==> src/rtl/rtermcal_pkg.sv <==
// Purpose: shared types and encodings for the ODT calibration controller.
// Latency: n/a (definitions only).
// Backpressure: n/a.
package rtermcal_pkg;

  // Search sequencer states.
  typedef enum logic [2:0] {
    ST_IDLE   = 3'd0,
    ST_SETUP  = 3'd1,
    ST_SETTLE = 3'd2,
    ST_SAMPLE = 3'd3,
    ST_DECIDE = 3'd4,
    ST_FINISH = 3'd5
  } state_e;

  // Calibration select encodings, also driven onto the cell MODE_I pins.
  localparam logic [1:0] MODE_IDLE = 2'b00;
  localparam logic [1:0] MODE_SG   = 2'b01;
  localparam logic [1:0] MODE_LVDS = 2'b10;

  // err_o bit positions.
  localparam int ERR_MODE = 0;  // illegal calibration select
  localparam int ERR_SAT  = 1;  // final code pinned at 0 or all-ones

  function automatic logic mode_legal(input logic [1:0] m);
    return (m == MODE_SG) || (m == MODE_LVDS);
  endfunction

endpackage

==> src/rtl/rtermcal_therm_dec.sv <==
// Purpose: binary code to thermometer trim decoder for the SGIO leg array.
// Latency: combinational; the parent registers the result.
// Backpressure: none.
//
// Ports:
//   code_i  - binary code, 0 .. 2^BITS-1
//   therm_o - therm_o[i-1] is 1 exactly when i <= code_i, for i = 1 .. 2^BITS-1
module rtermcal_therm_dec #(
  parameter int BITS = 4
) (
  input  logic [BITS-1:0]     code_i,
  output logic [(2**BITS)-2:0] therm_o
);

  always_comb begin
    therm_o = '0;
    for (int i = 1; i < 2**BITS; i++) begin
      therm_o[i-1] = (i <= int'(code_i));
    end
  end

endmodule

==> src/rtl/rtermcal_ctrl.sv <==
// Purpose: successive-approximation controller for the on-die termination calibration cell.
// Latency: start to done_o = 1 + W*(SETTLE_CYC+N_SAMPLE+2) cycles; illegal mode reports in 1 cycle.
// Backpressure: none; start_i is ignored while a search runs, abort_i cancels it.
//
// Ports:
//   clk_i, rst_ni       - block clock, asynchronous active-low reset
//   start_i, mode_i     - start request and calibration select (01 SGIO, 10 LVDS)
//   abort_i             - cancel a running search
//   result_i            - asynchronous comparator outputs from the cell
//   cal_mode_o          - cell MODE_I, 00 outside a search
//   d_iosg_o, d_lvds_o  - trim buses to the cell / functional IOs
//   code_sg_o, code_lvds_o - stored calibration codes
//   busy_o, done_o, err_o  - status; err_o is sticky until the next accepted start
module rtermcal_ctrl
  import rtermcal_pkg::*;
#(
  parameter int SG_BITS    = 4,
  parameter int LVDS_BITS  = 4,
  parameter int SETTLE_CYC = 16,  // >= 3 so the result synchronizer has flushed
  parameter int N_SAMPLE   = 3    // odd so the majority vote cannot tie
) (
  input  logic                    clk_i,
  input  logic                    rst_ni,
  input  logic                    start_i,
  input  logic [1:0]              mode_i,
  input  logic                    abort_i,
  input  logic [1:0]              result_i,
  output logic [1:0]              cal_mode_o,
  output logic [(2**SG_BITS)-2:0] d_iosg_o,
  output logic [LVDS_BITS-1:0]    d_lvds_o,
  output logic [SG_BITS-1:0]      code_sg_o,
  output logic [LVDS_BITS-1:0]    code_lvds_o,
  output logic                    busy_o,
  output logic                    done_o,
  output logic [1:0]              err_o
);

  localparam int THERM_W = (2**SG_BITS) - 1;
  localparam int TW      = (SG_BITS > LVDS_BITS) ? SG_BITS : LVDS_BITS;
  localparam int PW      = (TW > 1) ? $clog2(TW) : 1;
  localparam int CMAX    = (SETTLE_CYC > N_SAMPLE) ? SETTLE_CYC : N_SAMPLE;
  localparam int CW      = $clog2(CMAX);
  localparam int OW      = $clog2(N_SAMPLE + 1);

  localparam logic [SG_BITS-1:0]   SG_MID       = SG_BITS'(1) << (SG_BITS - 1);
  localparam logic [LVDS_BITS-1:0] LVDS_MID     = LVDS_BITS'(1) << (LVDS_BITS - 1);
  localparam logic [THERM_W-1:0]   SG_MID_THERM = THERM_W'((64'd1 << (2**(SG_BITS-1))) - 64'd1);

  // Registers
  state_e                 state_q, state_d;
  logic [1:0]             mode_q, mode_d;
  logic [TW-1:0]          trial_q, trial_d;
  logic [PW-1:0]          ptr_q, ptr_d;
  logic [CW-1:0]          cnt_q, cnt_d;
  logic [OW-1:0]          ones_q, ones_d;
  logic [SG_BITS-1:0]     code_sg_q, code_sg_d;
  logic [LVDS_BITS-1:0]   code_lvds_q, code_lvds_d;
  logic [1:0]             err_q, err_d;
  logic                   busy_q, busy_d;
  logic                   done_q, done_d;
  logic [1:0]             cal_mode_q, cal_mode_d;
  logic [THERM_W-1:0]     d_iosg_q;
  logic [LVDS_BITS-1:0]   d_lvds_q, d_lvds_d;
  logic [1:0]             sync1_q, sync2_q;

  // Comb helpers
  logic                   samp_bit;
  logic [TW-1:0]          dec_code;
  logic                   searching_d;
  logic [SG_BITS-1:0]     sg_show_d;
  logic [THERM_W-1:0]     d_iosg_d;

  // Comparator bit of the channel under calibration, after the 2-flop synchronizer.
  assign samp_bit = (mode_q == MODE_SG) ? sync2_q[0] : sync2_q[1];

  always_comb begin
    state_d     = state_q;
    mode_d      = mode_q;
    trial_d     = trial_q;
    ptr_d       = ptr_q;
    cnt_d       = cnt_q;
    ones_d      = ones_q;
    code_sg_d   = code_sg_q;
    code_lvds_d = code_lvds_q;
    err_d       = err_q;
    busy_d      = busy_q;
    done_d      = 1'b0;
    cal_mode_d  = cal_mode_q;
    dec_code    = trial_q;

    if (abort_i && (state_q != ST_IDLE)) begin
      // Abort wins over any progress; stored codes and err are left alone.
      state_d    = ST_IDLE;
      busy_d     = 1'b0;
      cal_mode_d = MODE_IDLE;
    end else begin
      unique case (state_q)
        ST_IDLE: begin
          if (start_i) begin
            err_d = '0;
            if (mode_legal(mode_i)) begin
              mode_d     = mode_i;
              ptr_d      = (mode_i == MODE_SG) ? PW'(SG_BITS - 1) : PW'(LVDS_BITS - 1);
              // The MSB trial bit is raised on entry so the cell sees it from the first SETUP cycle.
              trial_d    = TW'(1) << ptr_d;
              cal_mode_d = mode_i;
              busy_d     = 1'b1;
              state_d    = ST_SETUP;
            end else begin
              err_d[ERR_MODE] = 1'b1;
              done_d          = 1'b1;
              state_d         = ST_FINISH;
            end
          end
        end

        ST_SETUP: begin
          cnt_d   = '0;
          state_d = ST_SETTLE;
        end

        ST_SETTLE: begin
          if (cnt_q == CW'(SETTLE_CYC - 1)) begin
            cnt_d   = '0;
            ones_d  = '0;
            state_d = ST_SAMPLE;
          end else begin
            cnt_d = cnt_q + 1'b1;
          end
        end

        ST_SAMPLE: begin
          ones_d = ones_q + OW'(samp_bit);
          if (cnt_q == CW'(N_SAMPLE - 1)) begin
            state_d = ST_DECIDE;
          end else begin
            cnt_d = cnt_q + 1'b1;
          end
        end

        ST_DECIDE: begin
          // Majority of "trim too low" votes drops the bit under test.
          if (ones_q > OW'(N_SAMPLE / 2)) begin
            dec_code[ptr_q] = 1'b0;
          end
          if (ptr_q == '0) begin
            // Commit here so code and err are already valid while done_o is high.
            trial_d = dec_code;
            if (mode_q == MODE_SG) begin
              code_sg_d      = dec_code[SG_BITS-1:0];
              err_d[ERR_SAT] = (dec_code[SG_BITS-1:0] == '0) || (dec_code[SG_BITS-1:0] == '1);
            end else begin
              code_lvds_d    = dec_code[LVDS_BITS-1:0];
              err_d[ERR_SAT] = (dec_code[LVDS_BITS-1:0] == '0) || (dec_code[LVDS_BITS-1:0] == '1);
            end
            busy_d     = 1'b0;
            done_d     = 1'b1;
            cal_mode_d = MODE_IDLE;
            state_d    = ST_FINISH;
          end else begin
            ptr_d            = ptr_q - 1'b1;
            trial_d          = dec_code;
            trial_d[ptr_d]   = 1'b1;
            state_d          = ST_SETUP;
          end
        end

        ST_FINISH: begin
          state_d = ST_IDLE;
        end

        default: begin
          state_d    = ST_IDLE;
          busy_d     = 1'b0;
          cal_mode_d = MODE_IDLE;
        end
      endcase
    end
  end

  // Trim buses follow the trial register only while a search is in flight on that channel.
  assign searching_d = (state_d == ST_SETUP) || (state_d == ST_SETTLE) ||
                       (state_d == ST_SAMPLE) || (state_d == ST_DECIDE);

  always_comb begin
    sg_show_d = code_sg_d;
    d_lvds_d  = code_lvds_d;
    if (searching_d && (mode_d == MODE_SG)) begin
      sg_show_d = trial_d[SG_BITS-1:0];
    end
    if (searching_d && (mode_d == MODE_LVDS)) begin
      d_lvds_d = trial_d[LVDS_BITS-1:0];
    end
  end

  rtermcal_therm_dec #(
    .BITS (SG_BITS)
  ) u_therm_dec (
    .code_i  (sg_show_d),
    .therm_o (d_iosg_d)
  );

  always_ff @(posedge clk_i or negedge rst_ni) begin
    if (!rst_ni) begin
      state_q     <= ST_IDLE;
      mode_q      <= MODE_IDLE;
      trial_q     <= '0;
      ptr_q       <= '0;
      cnt_q       <= '0;
      ones_q      <= '0;
      code_sg_q   <= SG_MID;
      code_lvds_q <= LVDS_MID;
      err_q       <= '0;
      busy_q      <= 1'b0;
      done_q      <= 1'b0;
      cal_mode_q  <= MODE_IDLE;
      d_iosg_q    <= SG_MID_THERM;
      d_lvds_q    <= LVDS_MID;
      sync1_q     <= '0;
      sync2_q     <= '0;
    end else begin
      state_q     <= state_d;
      mode_q      <= mode_d;
      trial_q     <= trial_d;
      ptr_q       <= ptr_d;
      cnt_q       <= cnt_d;
      ones_q      <= ones_d;
      code_sg_q   <= code_sg_d;
      code_lvds_q <= code_lvds_d;
      err_q       <= err_d;
      busy_q      <= busy_d;
      done_q      <= done_d;
      cal_mode_q  <= cal_mode_d;
      d_iosg_q    <= d_iosg_d;
      d_lvds_q    <= d_lvds_d;
      sync1_q     <= result_i;
      sync2_q     <= sync1_q;
    end
  end

  assign cal_mode_o  = cal_mode_q;
  assign d_iosg_o    = d_iosg_q;
  assign d_lvds_o    = d_lvds_q;
  assign code_sg_o   = code_sg_q;
  assign code_lvds_o = code_lvds_q;
  assign busy_o      = busy_q;
  assign done_o      = done_q;
  assign err_o       = err_q;

endmodule

==> config.mk <==
export PLATFORM = sky130hd
export DESIGN_NAME = rtermcal_ctrl
export DESIGN_NICKNAME = d
export VERILOG_FILES = /design/src/rtl/rtermcal_pkg.sv /design/src/rtl/rtermcal_therm_dec.sv /design/src/rtl/rtermcal_ctrl.sv
export SDC_FILE = /design/constraint.sdc
export NUM_CORES = 1
export LEC_CHECK = 0
export ABC_AREA = 1
export BUFFER_PORTS_ARGS = -buffer_cell sky130_fd_sc_hd__buf_4
export CELL_PAD_IN_SITES_DETAIL_PLACEMENT = 0
export CELL_PAD_IN_SITES_GLOBAL_PLACEMENT = 1
export CORE_MARGIN = 3
export CORE_UTILIZATION = 42
export DETAILED_ROUTE_END_ITERATION = 12
export PLACE_DENSITY_LB_ADDON = 0.1
export SETUP_SLACK_MARGIN = 0.02
export SYNTH_ARGS = -nofsm -noshare
export SYNTH_HDL_FRONTEND = slang
export SYNTH_SLANG_ARGS = --single-unit
==> constraint.sdc <==
create_clock -name clk_i -period 2.5 [get_ports clk_i]
set_input_delay 0.125 -clock clk_i [delete_from_list [all_inputs] [get_ports clk_i]]
set_output_delay 0.125 -clock clk_i [all_outputs]
set_load 0.02 [all_outputs]
Word-level counts from Yosys, hierarchy flattened
Index checks and enable logic that the tools add are counted.
W data, S select, Z words.

operators by class
  add/sub/neg operators = 3
  order comparisons = 20
  equal/unequal tests = 27
  muxes and demuxes = 61
  bitwise operators = 4
  reduce and logical (&&, ||, !) cells = 24

operator list
  cell                  count
  $mux W4               19
  $le A4 B4 Y1 const A  8
  $mux W2               13
  $mux W3               6
  $le A3 B4 Y1 const A  4
  $pmux W3 S5           1
  $eq A3 B2 Y1 const B  4
  $mux W1               12
  $ne A2 B2 Y1 const B  6
  $pmux W4 S3           1
  $eq A3 B3 Y1 const B  3
  $ne A3 B3 Y1 const B  3
  $reduce_and A3 Y1     3
  $eq A4 B4 Y1 const B  2
  $le A2 B4 Y1 const A  2
  $pmux W2 S2           2
  $pmux W4 S2           1
  $reduce_and A4 Y1     2
  $eq A2 B1 Y1 const B  3
  $eq A3 B1 Y1 const B  2
  $lt A2 B3 Y1 const B  2
  $pmux W2 S3           1
  $reduce_bool A3 Y1    2
  $logic_and A1 B1 Y1   5
  other kinds (23)      32

word-level totals
  bits in registers = 54
  input bits = 8
  logic and storage cells = 156

Longest topological paths before layout
  depth in word-level cells = 15
  mapped depth = 14
  depth with buffers taken out = 14

Modules after synthesis
Synthesis repeated with hierarchy kept, for this count alone.

second synthesis, totals
  cells, all modules = 291
  area total of the unflattened synthesis = 2610.0 um2

by module, submodules not included
  module              instances  cells an instance  area an instance (um2)  sequential area each (um2)
  rtermcal_ctrl       1          263                2487.4                  1365.1
  rtermcal_therm_dec  1          28                 122.6                   0.0

Worst setup path after synthesis
OpenSTA, ideal clock, no wires.

  kind = register to register
  from = register ptr_q[0]
  to = register d_iosg_q[14] (netlist: d_iosg_o[14])
  setup time = 0.071 ns
  data arrival time = 1.795 ns
  required time = 2.429 ns
  path slack = 0.634 ns
  stages on the path, launching flop included = 14
  buffers on the path = 0
  period minus slack after synthesis = 1.866 ns
  path through = dfrtp_1 -> inv_1 -> ha_1 -> a21boi_0 -> nand2_1 -> nand3_1 -> nand2_1 -> nand2_1 -> nand2_1 -> nand2_1 -> inv_1 -> o21ai_2 -> nand2_1 -> nor2_1

on the way
  cells in the longest elaborated chain, start to end = 15
  elaborated cells on any way between the ends = 38
  classes of those cells = 1 x add/sub; 5 x order compare; 4 x eq/ne; 18 x mux; 3 x bitwise; 7 x reduce/logical

RTL lines
  what                                                                line                      RTL
  from (decl)                                                         rtermcal_ctrl.sv:53       logic [PW-1:0] ptr_q, ptr_d;
  from (signal assigned)                                              rtermcal_ctrl.sv:225      ptr_q <= ptr_d;
  $lt A2 B3 Y1 (not written as such) or $ge A2 B1 Y1 (tied branches)  rtermcal_ctrl.sv:144      dec_code[ptr_q] = 1'b0;
  $logic_and A1 B1 Y1 (not written as such)                           rtermcal_ctrl.sv:144
  $mux W1 (not written as such)                                       rtermcal_ctrl.sv:144
  $demux W1 S2                                                        rtermcal_ctrl.sv:144
  $not A4 Y4 (no line)                                                -
  $and A4 B4 Y4 (no line)                                             -
  $mux W4                                                             rtermcal_ctrl.sv:143      if (ones_q > OW'(N_SAMPLE / 2)) begin
  $mux W4                                                             rtermcal_ctrl.sv:97       unique case (state_q)
  $mux W4                                                             rtermcal_ctrl.sv:91       if (abort_i && (state_q != ST_IDLE)) begin
  $or A4 B4 Y4 (no line)                                              -
  $mux W4 *                                                           rtermcal_ctrl.sv:146      if (ptr_q == '0) begin
  $pmux W4 S2 *                                                       rtermcal_ctrl.sv:97
  $mux W4 *                                                           rtermcal_ctrl.sv:91
  net trial_d[0]                                                      rtermcal_ctrl.sv:52       logic [TW-1:0] trial_q, trial_d;
  $mux W4 *                                                           rtermcal_ctrl.sv:188      if (searching_d && (mode_d == MODE_SG)) begin
  $le A4 B4 Y1 *                                                      rtermcal_therm_dec.sv:18  therm_o[i-1] = (i <= int'(code_i));
  net d_iosg_d[14]                                                    rtermcal_ctrl.sv:71       logic [THERM_W-1:0] d_iosg_d;
  to (signal assigned)                                                rtermcal_ctrl.sv:234      d_iosg_q <= d_iosg_d;
  to (decl)                                                           rtermcal_ctrl.sv:62       logic [THERM_W-1:0] d_iosg_q;

Mark *: on every way through the listed nets, which the timed path passes. The rest lies on a longest branch. The select of a mux whose other input is x is not followed.
A chain may end at the register's enable or synchronous reset.

Worst setup path in the final report
  from = register ptr_q[1]
  to = register d_iosg_q[14] (netlist: d_iosg_o[14])

on the way
  cells in the longest elaborated chain, start to end = 15
  elaborated cells on any way between the ends = 38
  classes of those cells = 1 x add/sub; 5 x order compare; 4 x eq/ne; 18 x mux; 3 x bitwise; 7 x reduce/logical

RTL lines
  what                                                                line                      RTL
  $lt A2 B3 Y1 (not written as such) or $ge A2 B1 Y1 (tied branches)  rtermcal_ctrl.sv:144
  $logic_and A1 B1 Y1 (not written as such)                           rtermcal_ctrl.sv:144
  $mux W1 (not written as such)                                       rtermcal_ctrl.sv:144
  $demux W1 S2                                                        rtermcal_ctrl.sv:144
  $not A4 Y4 (no line)                                                -
  $and A4 B4 Y4 (no line)                                             -
  $mux W4                                                             rtermcal_ctrl.sv:143
  $mux W4                                                             rtermcal_ctrl.sv:97
  $mux W4                                                             rtermcal_ctrl.sv:91
  $mux W4                                                             rtermcal_ctrl.sv:149      if (mode_q == MODE_SG) begin
  $mux W4 *                                                           rtermcal_ctrl.sv:146
  $mux W4 *                                                           rtermcal_ctrl.sv:97
  $mux W4 *                                                           rtermcal_ctrl.sv:91
  net code_sg_d[1]                                                    rtermcal_ctrl.sv:56       logic [SG_BITS-1:0] code_sg_q, code_sg_d;
  $mux W4 *                                                           rtermcal_ctrl.sv:188
  $le A4 B4 Y1 *                                                      rtermcal_therm_dec.sv:18
  net d_iosg_d[14]                                                    rtermcal_ctrl.sv:71

Marked as above.

==> results.sh <==
export IMPL_status="finished clean"
export IMPL_setup_tns_ns=0
export IMPL_synth_area_per_cell_um2=8.614
export IMPL_p_per_area_nw_per_um2=1031
export IMPL_hold_path_class="input pin to register"
export IMPL_p_int_mw=1.893
export IMPL_num_vias=2075
export IMPL_hold_violations=0
export IMPL_diodes=0
export IMPL_initial_core_util_pct=43.82
export IMPL_synth_warnings=0
export IMPL_arrival_ns=2.39
export IMPL_fin_skew_ns=0.009809
export IMPL_pwr_share_clk_pct=18.1
export IMPL_fillCellCount=591
export IMPL_synth_edff_count=0
export IMPL_timing_fmax_mhz=457.6
export IMPL_crit_type="register to register"
export IMPL_period_share_pct=87.41
export IMPL_num_rows=28
export IMPL_worst_setup_path_start_kind="register"
export IMPL_slew_viol_final=0
export IMPL_post_cts_buffers=0
export IMPL_worstHoldStart="abort_i"
export IMPL_gr_total_overflow=0
export IMPL_worst_pin_slew_ns=0.6756
export IMPL_comb_power_share_pct=43.6
export IMPL_synth_top_area_cell="dfrtp_1"
export IMPL_track_usage_pct=16.41
export IMPL_synth_seq_cells=54
export IMPL_dieWidth_um=84.83
export IMPL_synthCells=303
export IMPL_clock_sinks=54
export IMPL_synth_cell_type_count=30
export IMPL_crit_start="ptr_q[1]"
export IMPL_area_delta_synth_final_pct=21.00
export IMPL_synth_main_ff_cell="dfrtp_1"
export IMPL_cts_tree="yes"
export IMPL_fin_util_pct=53.03
export IMPL_power_mw=3.257
export IMPL_syn_nets=319
export IMPL_p_seq_share_pct=38.3
export IMPL_yosys_top_cells_area="dfrtp_1 (41%), nand2_1 (12%), dfstp_2 (11%), inv_1 (6.6%), o21ai_0 (4.4%)"
export IMPL_dpl_hpwl_um=4320
export IMPL_vias_per_cell=4.826
export IMPL_drc_errors=0
export IMPL_htree_levels=2
export IMPL_drive_gt1_share_pct=24.23
export IMPL_cts_made_buffers=5
export IMPL_setup_viol=0
export IMPL_grt_pass1_vias=2003
export IMPL_synth_area_um2=2610
export IMPL_net_switching_power_mw=1.364
export IMPL_critPathRequiredTime_ns=2.70
export IMPL_ctsLongestPathBuffers=2
export IMPL_synth_commonest_cells="nand2_1 (82), inv_1 (46), dfrtp_1 (43)"
export IMPL_grt_pass1_wl_um=9418
export IMPL_path_clk_slew_ns=0.10
export IMPL_r2r_start="ptr_q[1]"
export IMPL_postRouteAntennaNets=0
export IMPL_ys_async_sr_fraction_pct=100.0
export IMPL_swShare_pct=41.87
export IMPL_antenna_found_initial=0
export IMPL_nets=370
export IMPL_cts_root_buf="clkbuf_8"
export IMPL_worstSetupEndpointType="register"
export IMPL_wire_per_inst_um=13.09
export IMPL_rsz0062_at_grt="no"
export IMPL_leakagePower_nw=1.614
export IMPL_portBuffers=40
export IMPL_vdd_drop_max_mv=0.4167
export IMPL_insertion_delay_ns=0.31
export IMPL_gp_congestion=0.8954
export IMPL_firstDrtPassIters=4
export IMPL_synth_top_area_share_pct=41.23
export IMPL_seq_area_frac_synth_pct=52.30
export IMPL_drt_initial_drc_count=115
export IMPL_wl_um=5629
export IMPL_maxCapViolCount=0
export IMPL_relSlewSlack_pct=54.96
export IMPL_die_y_um=84.83
export IMPL_critPathMaxFanout=8
export IMPL_coreArea_um2=5956
export IMPL_die_area_um2=7196
export IMPL_fin_crit_ns=2.185
export IMPL_ioPinCount=41
export IMPL_grt_max_degree=55
export IMPL_whs_ns=0.1363
export IMPL_yosysMostFrequentCell="nand2_1"
-- routing by layer --
layer  up-vias  share of wire (%)  global-route usage, %
met2        32                 49                  27.12
met3         4                3.4                  2.718
met1       976                 47                  22.58
met5         -                  0                      0
li1       1063                  -                      -
met4         0               0.68                  4.317
-- registers in the layout, indices dropped and copies added, names as in the netlist --
signal / flops
d_iosg_o: 15
cnt_q: 4
code_lvds_o: 4
code_sg_o: 4
d_lvds_o: 4
trial_q: 4
state_q: 3
cal_mode_o: 2
err_o: 2
mode_q: 2
ones_q: 2
ptr_q: 2
sync1_q: 2
sync2_q: 2
busy_o: 1
done_o: 1
-- cell families after synthesis --
family,Yosys count,synth area share [%]
AO/OA/AOI/OAI,47,10.21
adder cells (fa/ha/maj),8,3.835
buffers and inverters,51,7.431
flip-flops,54,52.30
multiplexers,1,0.4314
AND/OR/NAND/NOR,142,25.79
-- critical path, stage by stage, from the launching register on --
cell,delay [ns]
dfrtp_1,0.47
inv_1,0.14
ha_1,0.26
inv_1,0.13
nor2_4,0.16
nand3_2,0.16
o21ai_0,0.27
inv_1,0.10
nand2_1,0.08
nand2_1,0.10
nand2_1,0.14
nor2_1,0.06
-- worst paths after layout --
| check | to | slack [ns] | cells past startpoint |
|---|---|---|---|
| min in group asynchronous | cal_mode_o[0] | 0.39 | 2 |
| min reg2reg | sync2_q[0] | 0.36 | 0 |
| min | ones_q[0] | 0.14 | 3 |
| max reg2reg | d_iosg_o[14] | 0.31 | 11 |
| max | d_iosg_o[14] | 0.31 | 11 |
| max in group asynchronous | code_sg_o[1] | 1.66 | 2 |
-- power groups by stage --
stage	Combinational (mW)	Clock, mW	Sequential [mW]
detailed placement	1.42	0	1.26
global route	1.58	0.645	1.28
CTS	1.43	0.614	1.25
floorplan	0.803	0	1.40
finish	1.42	0.589	1.25
global placement	1.42	0	1.26
-- stage by stage --
step | instances | cell area (µm²) | worst slack, ns
detailed placement | 419 | 3012 | 0.09609
finish | 430 | 3158 | 0.3147
global placement | 419 | 3012 | 0.08378
CTS | 430 | 3154 | 0.06542
global route | 430 | 3158 | 0.02908
floorplan | 303 | 2610 | 0.6337
-- cell type report --
| type | count | area [µm²] | area share, % |
|---|---|---|---|
| inverters | 51 | 193.9 | 6.141 |
| clock buffers | 5 | 68.82 | 2.179 |
| clock inverters | 3 | 43.79 | 1.387 |
| multi-input cells | 198 | 1055 | 33.40 |
| well taps | 75 | 93.84 | 2.971 |
| repair buffers | 44 | 337.8 | 10.70 |
| flip-flops and latches | 54 | 1365 | 43.23 |
-- repair_timing --
action | in CTS | in global routing
resized for setup | 0 | 2
hold endpoints to repair | 45 | 0
endpoints found under the setup margin | 0 | 6
hold buffers | 3 | 0
-- cells in the final DEF, fill, tap and decap left out, drive strengths merged, types with 3 or more instances in the layout --
cell type / instances
nand2: 90
inv: 52
dfrtp: 43
buf: 41
nor2: 28
o21ai: 27
nand3: 15
dfstp: 11
a21oi: 10
ha: 8
nand4: 7
clkbuf: 5
o22ai: 3
dlygate4sd3: 3
a21boi: 3
Power figures use the tool's default switching activity.
